[config.mk]
export PLATFORM = sky130hd
export DESIGN_NAME = mouse_shot_ctl
export DESIGN_NICKNAME = d
export VERILOG_FILES = /design/src/rtl/mouse_shot_ctl.sv
export SDC_FILE = /design/constraint.sdc
export NUM_CORES = 1
export LEC_CHECK = 0
export BUFFER_PORTS_ARGS = -buffer_cell sky130_fd_sc_hd__buf_2
export CORE_ASPECT_RATIO = 1.1
export CORE_MARGIN = 3
export CORE_UTILIZATION = 45
export CTS_BUF_LIST = sky130_fd_sc_hd__clkbuf_4 sky130_fd_sc_hd__clkbuf_8
export DETAILED_ROUTE_END_ITERATION = 10
export PLACE_DENSITY = 0.76
export SLEW_MARGIN = 20
export SYNTH_ARGS = -nofsm -noshare
export SYNTH_HDL_FRONTEND = slang
export SYNTH_SLANG_ARGS = --single-unit
[constraint.sdc]
create_clock -name clk -period 1.6 [get_ports clk]
set_clock_uncertainty 0.1 [all_clocks]
set_input_delay 0.08 -clock clk [delete_from_list [all_inputs] [get_ports clk]]
set_output_delay 0.08 -clock clk [all_outputs]
set_load 0.01 [all_outputs]
[src/rtl/mouse_shot_ctl.sv]
// mouse_shot_ctl: cursor clamp plus debounced, handshaked shot generator.
// Optional macro SHOT_COUNTER_EN enables the saturating accepted-shot counter.
//
// Ports:
//   clk, rst_n            clock, synchronous active-low reset
//   xpos_in, ypos_in      cursor position (already in clk domain)
//   left_in               raw left button (asynchronous)
//   xpos_out, ypos_out    clamped, registered cursor position
//   shot_valid/ready      shot handshake; shot_x/shot_y carry the shot position
//   shot_count            accepted shots (tied to zero without SHOT_COUNTER_EN)

module mouse_shot_ctl #(
    parameter int unsigned SCREEN_W        = 1024,
    parameter int unsigned SCREEN_H        = 768,
    parameter int unsigned DEBOUNCE_CYCLES = 16,
    parameter int unsigned COOLDOWN_CYCLES = 64
) (
    input  logic        clk,
    input  logic        rst_n,
    input  logic [11:0] xpos_in,
    input  logic [11:0] ypos_in,
    input  logic        left_in,
    output logic [11:0] xpos_out,
    output logic [11:0] ypos_out,
    output logic        shot_valid,
    output logic [11:0] shot_x,
    output logic [11:0] shot_y,
    input  logic        shot_ready,
    output logic [15:0] shot_count
);

    localparam logic [11:0] X_MAX   = 12'(SCREEN_W - 1);
    localparam logic [11:0] Y_MAX   = 12'(SCREEN_H - 1);
    localparam logic [15:0] DB_LAST = 16'(DEBOUNCE_CYCLES - 1);
    localparam logic [15:0] CD_LAST = 16'(COOLDOWN_CYCLES - 1);

    typedef enum logic [2:0] {
        IDLE,
        DEBOUNCE,
        FIRE,
        WAIT_RELEASE,
        COOLDOWN
    } state_t;

    state_t      state;
    state_t      state_n;
    logic [15:0] cnt;
    logic [15:0] cnt_n;
    logic [15:0] cnt_inc;
    logic        left_q1;
    logic        left_s;
    logic        latch;

    // Saturating increment keeps the shared counter from ever wrapping.
    assign cnt_inc = (cnt == 16'hFFFF) ? cnt : cnt + 16'd1;

    always_comb begin
        state_n = state;
        cnt_n   = cnt;
        latch   = 1'b0;
        unique case (state)
            IDLE: begin
                if (left_s) begin
                    cnt_n   = 16'd0;
                    state_n = DEBOUNCE;
                end
            end
            DEBOUNCE: begin
                if (!left_s) begin
                    state_n = IDLE;
                end else if (cnt >= DB_LAST) begin
                    latch   = 1'b1;
                    state_n = FIRE;
                end else begin
                    cnt_n = cnt_inc;
                end
            end
            // Release here does not cancel; only the handshake leaves FIRE.
            FIRE: begin
                if (shot_ready) begin
                    state_n = WAIT_RELEASE;
                end
            end
            WAIT_RELEASE: begin
                if (!left_s) begin
                    cnt_n   = 16'd0;
                    state_n = COOLDOWN;
                end
            end
            COOLDOWN: begin
                if (cnt >= CD_LAST) begin
                    state_n = IDLE;
                end else begin
                    cnt_n = cnt_inc;
                end
            end
            default: begin
                state_n = IDLE;
            end
        endcase
    end

    always_ff @(posedge clk) begin
        if (!rst_n) begin
            state      <= IDLE;
            cnt        <= 16'd0;
            left_q1    <= 1'b0;
            left_s     <= 1'b0;
            xpos_out   <= 12'd0;
            ypos_out   <= 12'd0;
            shot_x     <= 12'd0;
            shot_y     <= 12'd0;
            shot_valid <= 1'b0;
        end else begin
            state    <= state_n;
            cnt      <= cnt_n;
            left_q1  <= left_in;
            left_s   <= left_q1;
            xpos_out <= (xpos_in > X_MAX) ? X_MAX : xpos_in;
            ypos_out <= (ypos_in > Y_MAX) ? Y_MAX : ypos_in;
            // Registered state decode: no path from shot_ready to shot_valid.
            shot_valid <= (state_n == FIRE);
            if (latch) begin
                shot_x <= xpos_out;
                shot_y <= ypos_out;
            end
        end
    end

`ifdef SHOT_COUNTER_EN
    logic accept;

    assign accept = (state == FIRE) && shot_ready;

    always_ff @(posedge clk) begin
        if (!rst_n) begin
            shot_count <= 16'd0;
        end else if (accept && (shot_count != 16'hFFFF)) begin
            shot_count <= shot_count + 16'd1;
        end
    end
`else
    assign shot_count = 16'h0000;
`endif

endmodule

======== Yosys cells after proc, flatten, opt, wreduce, memory -nomap -nowiden ========
Cells that the tools add are included.
operators by class
  add/sub/neg operators ................... 1
  $mul .................................... 0
  div/mod/pow operators ................... 0
  $lt $le $gt $ge ......................... 4
  eq/ne operators ......................... 11
  shift-type cells ........................ 0
  mux-type cells .......................... 19
  bitwise logic cells ..................... 1
  reductions and logical operators ........ 5
operators with widths
  kind                     count
  $mux W16                 6
  $pmux W16 S4             1
  $gt A12 B10 Y1 const B   2
  $mux W10                 2
  $mux W3                  6
  $add A16 B1 Y16 const B  1
  $eq A16 B16 Y1 const B   1
  $ge A16 B4 Y1 const B    1
  $ge A16 B6 Y1 const B    1
  $pmux W3 S5              1
  $ne A2 B2 Y1 const B     5
  $eq A3 B2 Y1 const B     3
  $reduce_and A6 Y1        1
  $reduce_bool A4 Y1       1
  $reduce_or A2 Y1         2
  $eq A3 B1 Y1 const B     1
  $eq A3 B3 Y1 const B     1
  $logic_not A3 Y1         1
  $mux W1                  3
  $not A1 Y1               1
storage, ports and cells
  bits in registers ....................... 70
  bits in latches ......................... 0
  RAM bits ................................ 0
  ROM bits ................................ 0
  output and inout port bits .............. 65
  memories kept ........................... 0

======== Logic depth before layout (Yosys ltp) ========
  depth in word-level cells ............... 5
  depth in mapped cells ................... 7

======== Worst setup path before layout ========
OpenSTA, ideal clock, no wires.
  kind .................................... register -> register
  start point ............................. register cnt[0]
  end point ............................... register shot_x[0]
  data arrival time ....................... 1.504 ns
  required time ........................... 1.384 ns
  slack ................................... -0.120 ns
  cell stages (with the launch flop) ...... 8
  period minus slack after synthesis ...... 1.720 ns
  cells stage by stage .................... dfxtp_1 ha_1 nand3_1 nand4_1 nand4_2 buf_4 mux2i_1 nor2b_1
between the ends
  word-level cells in the longest chain between the ends .. 4
ends and longest elaborated chain
  what                    line  text
  start, declared         47    logic [15:0] cnt;
  start signal, assigned  116   cnt <= cnt_n;
  $ge A16 B4 Y1           71    end else if (cnt >= DB_LAST) begin
  $mux W1                 71
  $mux W1                 69    if (!left_s) begin
  $mux W1                 61    unique case (state)
  end signal, assigned    124   shot_x <= xpos_out;
  end, declared           26    output logic [11:0] shot_x,
No other way between the ends.
A chain may end at the register's enable or synchronous reset.

======== Worst setup path after layout ========
  start point ............................. register cnt[14]
  end point ............................... register cnt[4]
between the ends
  word-level cells in the longest chain between the ends .. 5
ends and longest elaborated chain
  what
  parallel branches: the longest is 5 deep, another holds $ge A16 B6 Y1
Several ways; the timed one is not identified. The select of a mux whose other input is x is not followed.

==> flow_metrics.tcl <==
set metrics [dict create \
    outcome "finished, violations left" \
    violations "negative setup slack" \
    synthXorXnorAreaFrac_pct 0.322 \
    layout_min_cycle_time_ns 1.78 \
    finalSetupTns_ns -2.97 \
    path_clk_slew_ns 0.07 \
    netlist.area_leader.share_pct 51.6 \
    yosys_warnings 0 \
    hold_viol_final 0 \
    antenna_found_initial 0 \
    grt_use_total_pct 18.8 \
    worstSetupPathType "reg2reg" \
    synthSimpleGateAreaFrac_pct 17.8 \
    drt_iter0_markers 95 \
    num_vias 2289 \
    setup_violations 31 \
    netlist_top_cells_area "dfxtp_1 (52%), mux2i_1 (9.6%), nor2b_1 (5.5%)" \
    whs_path_depth 3 \
    cts_buffers 9 \
    core_um2 5810 \
    setup_ws_ns -0.181 \
    fmax_mhz 562 \
    remaining_drc_errors 0 \
    rsz0062_at_grt "true" \
    port_buffers 76 \
    ys.flop_type "dfxtp_1" \
    area_growth_pct 43.8 \
    synth_compound_area_share_pct 11.7 \
    cp-end-kind "flop" \
    dr_wl_met3_um 432 \
    leakage_nw 1.87 \
    crit_arrival_ns 1.95 \
    wire_per_inst_um 13.7 \
    core.rowCount 29 \
    grt_pass1_wl_um 10300 \
    gp_congestion 0.809 \
    dr_wl_met2_um 3340 \
    fin_crit_sh_pct 111 \
    synth_cells 261 \
    synth.mux.area_fraction_pct 9.58 \
    dpl.cell_count 430 \
    drt_wl_total_um 6480 \
    antennaDiodeCount 0 \
    cts.path.max_buffers 2 \
    die_w_um 80.1 \
    crit_fanout 5 \
    drv_cap 0 \
    cts_sinks 70 \
    synth_top_family_by_area "simple AND/OR/NAND/NOR gates" \
    required_ns 1.77 \
    synth.avg_cell_area_um2 10.4 \
    cts_tree "done" \
    dieArea_um2 7010 \
    ys_seq_elements 70 \
    hpwl_um 4060 \
    io_pins 93 \
    peakVddDrop_mv 0.670 \
    grt_max_degree 31 \
    die_h_um 87.5 \
    grt_overflow 0 \
    cts_max_level 3 \
    final_max_slew_viol_count 0 \
    nets 420 \
    grt_pass1_vias 2260 \
    yosysTopAreaCell "dfxtp_1" \
    synthDistinctLibCells 38 \
    fin_cells 473 \
    synth_edf_count 0 \
    mostFrequentLayoutCells "buf_2 (76), dfxtp_1 (54), mux2i_1 (26)" \
    layout_commonest_cell "buf_2" \
    synth_area_um2 2720 \
    powerDensity_nw_per_um2 917 \
    firstDrtPassIters 4 \
    synthAdderAreaFrac_pct 0.461 \
    reg2regPathDepth 5 \
    start_util_pct 46.8 \
    critical_path.startpoint_type "flop" \
    synth.yosys.seq_area_share_pct 51.6 \
    vias_per_cell 4.84 \
    post-place-ws_ns -0.201 \
    drt-met1-wl_um 2580 \
    clockRootBuffer "clkbuf_8" \
    routed.top_layer "met4" \
    clock_insertion_delay_worst_skew_ns 0.33 \
    hp-class "in2reg" \
    async_reset_ff_share_pct 0 \
    ant_nets 0 \
    drive_gt1_share_pct 39.4 \
]
[metal layers]
metal / global-route usage [%] / up-vias
li1: - / 1123
met1: 21.0 / 1074
met2: 32.2 / 81
met3: 6.63 / 11
met4: 8.14 / 0
met5: 0 / -
[timing repair]
item                       4_1_cts  5_1_grt
buffers inserted                 1        0
setup endpoints to repair       31       33
gates cloned                     1        1
hold endpoints to repair        24        0
gates resized for setup         15        8
pin swaps                        2        3
hold buffers                    24        0
[worst paths after layout]
path,to,from,slack (ns)
max reg2reg,cnt[4],cnt[14],-0.18
min,xpos_out[0],xpos_in[11],0.1
min reg2reg,left_s,left_q1,0.37
max,cnt[4],cnt[14],-0.18
[flip-flops by register name, indices dropped and copies added, names as in the netlist]
name,count
cnt,16
shot_x,12
shot_y,12
xpos_out,12
ypos_out,12
state,3
left_q1,1
left_s,1
shot_valid,1
[final cells by class]
type	instances	area, µm²
Inverter	9	33.8
Fill cell	416	1900
Sequential cell	70	1420
Timing Repair Buffer	128	881
Clock buffer	13	179
Tap cell	77	96.3
Clock inverter	3	40.0
Multi-Input combinational cell	173	1250
[synthesized netlist by cell type (all sizes together), types with 2 or more instances]
| master | instances |
|---|---|
| and2 | 14 |
| dfxtp | 70 |
| a21boi | 5 |
| nor2 | 4 |
| nand4 | 7 |
| mux2i | 26 |
| nor4 | 3 |
| nand3 | 10 |
| nor3 | 4 |
| nor2b | 24 |
| nand3b | 2 |
| inv | 9 |
| o21a | 20 |
| a21oi | 2 |
| nand2 | 11 |
| a31oi | 2 |
| buf | 22 |
| o21ai | 2 |
| a41o | 4 |
| and3 | 2 |
| clkbuf | 7 |
[power by group]
group	internal, mW	leakage [nW]	total (mW)	switching [mW]
clock	0.886	0.115	1.51	0.629
combinational	0.138	1.17	0.266	0.128
sequential	1.78	0.581	1.80	0.0206
[stage by stage]
step	instance area [µm²]	utilization (%)	power [mW]	hold slack, ns
6_report	3910	67.3	3.58	0.0987
5_1_grt	3910	67.3	3.72	0.102
4_1_cts	3850	66.3	3.60	0.0798
3_5_place_dp	3310	57.1	2.05	0.191
3_3_place_gp	3310	57.1	2.05	0.187
2_1_floorplan	2820	-	1.99	0.0938
[cells by family after synthesis]
group / after synthesis
AND/OR/NAND/NOR: 84
flip-flops: 70
AO/OA/AOI/OAI: 40
buffers and inverters: 38
multiplexers: 26
adder cells (fa/ha/maj): 1
other: 1
XOR/XNOR: 1
[worst max-delay path, cell delays in order (launching register included)]
cell	delay (ns)
dfxtp_2	0.36
nand2_2	0.06
or3_4	0.38
o41a_1	0.42
a41o_1	0.28
a21boi_2	0.12
(Power assumes the default switching activity.)
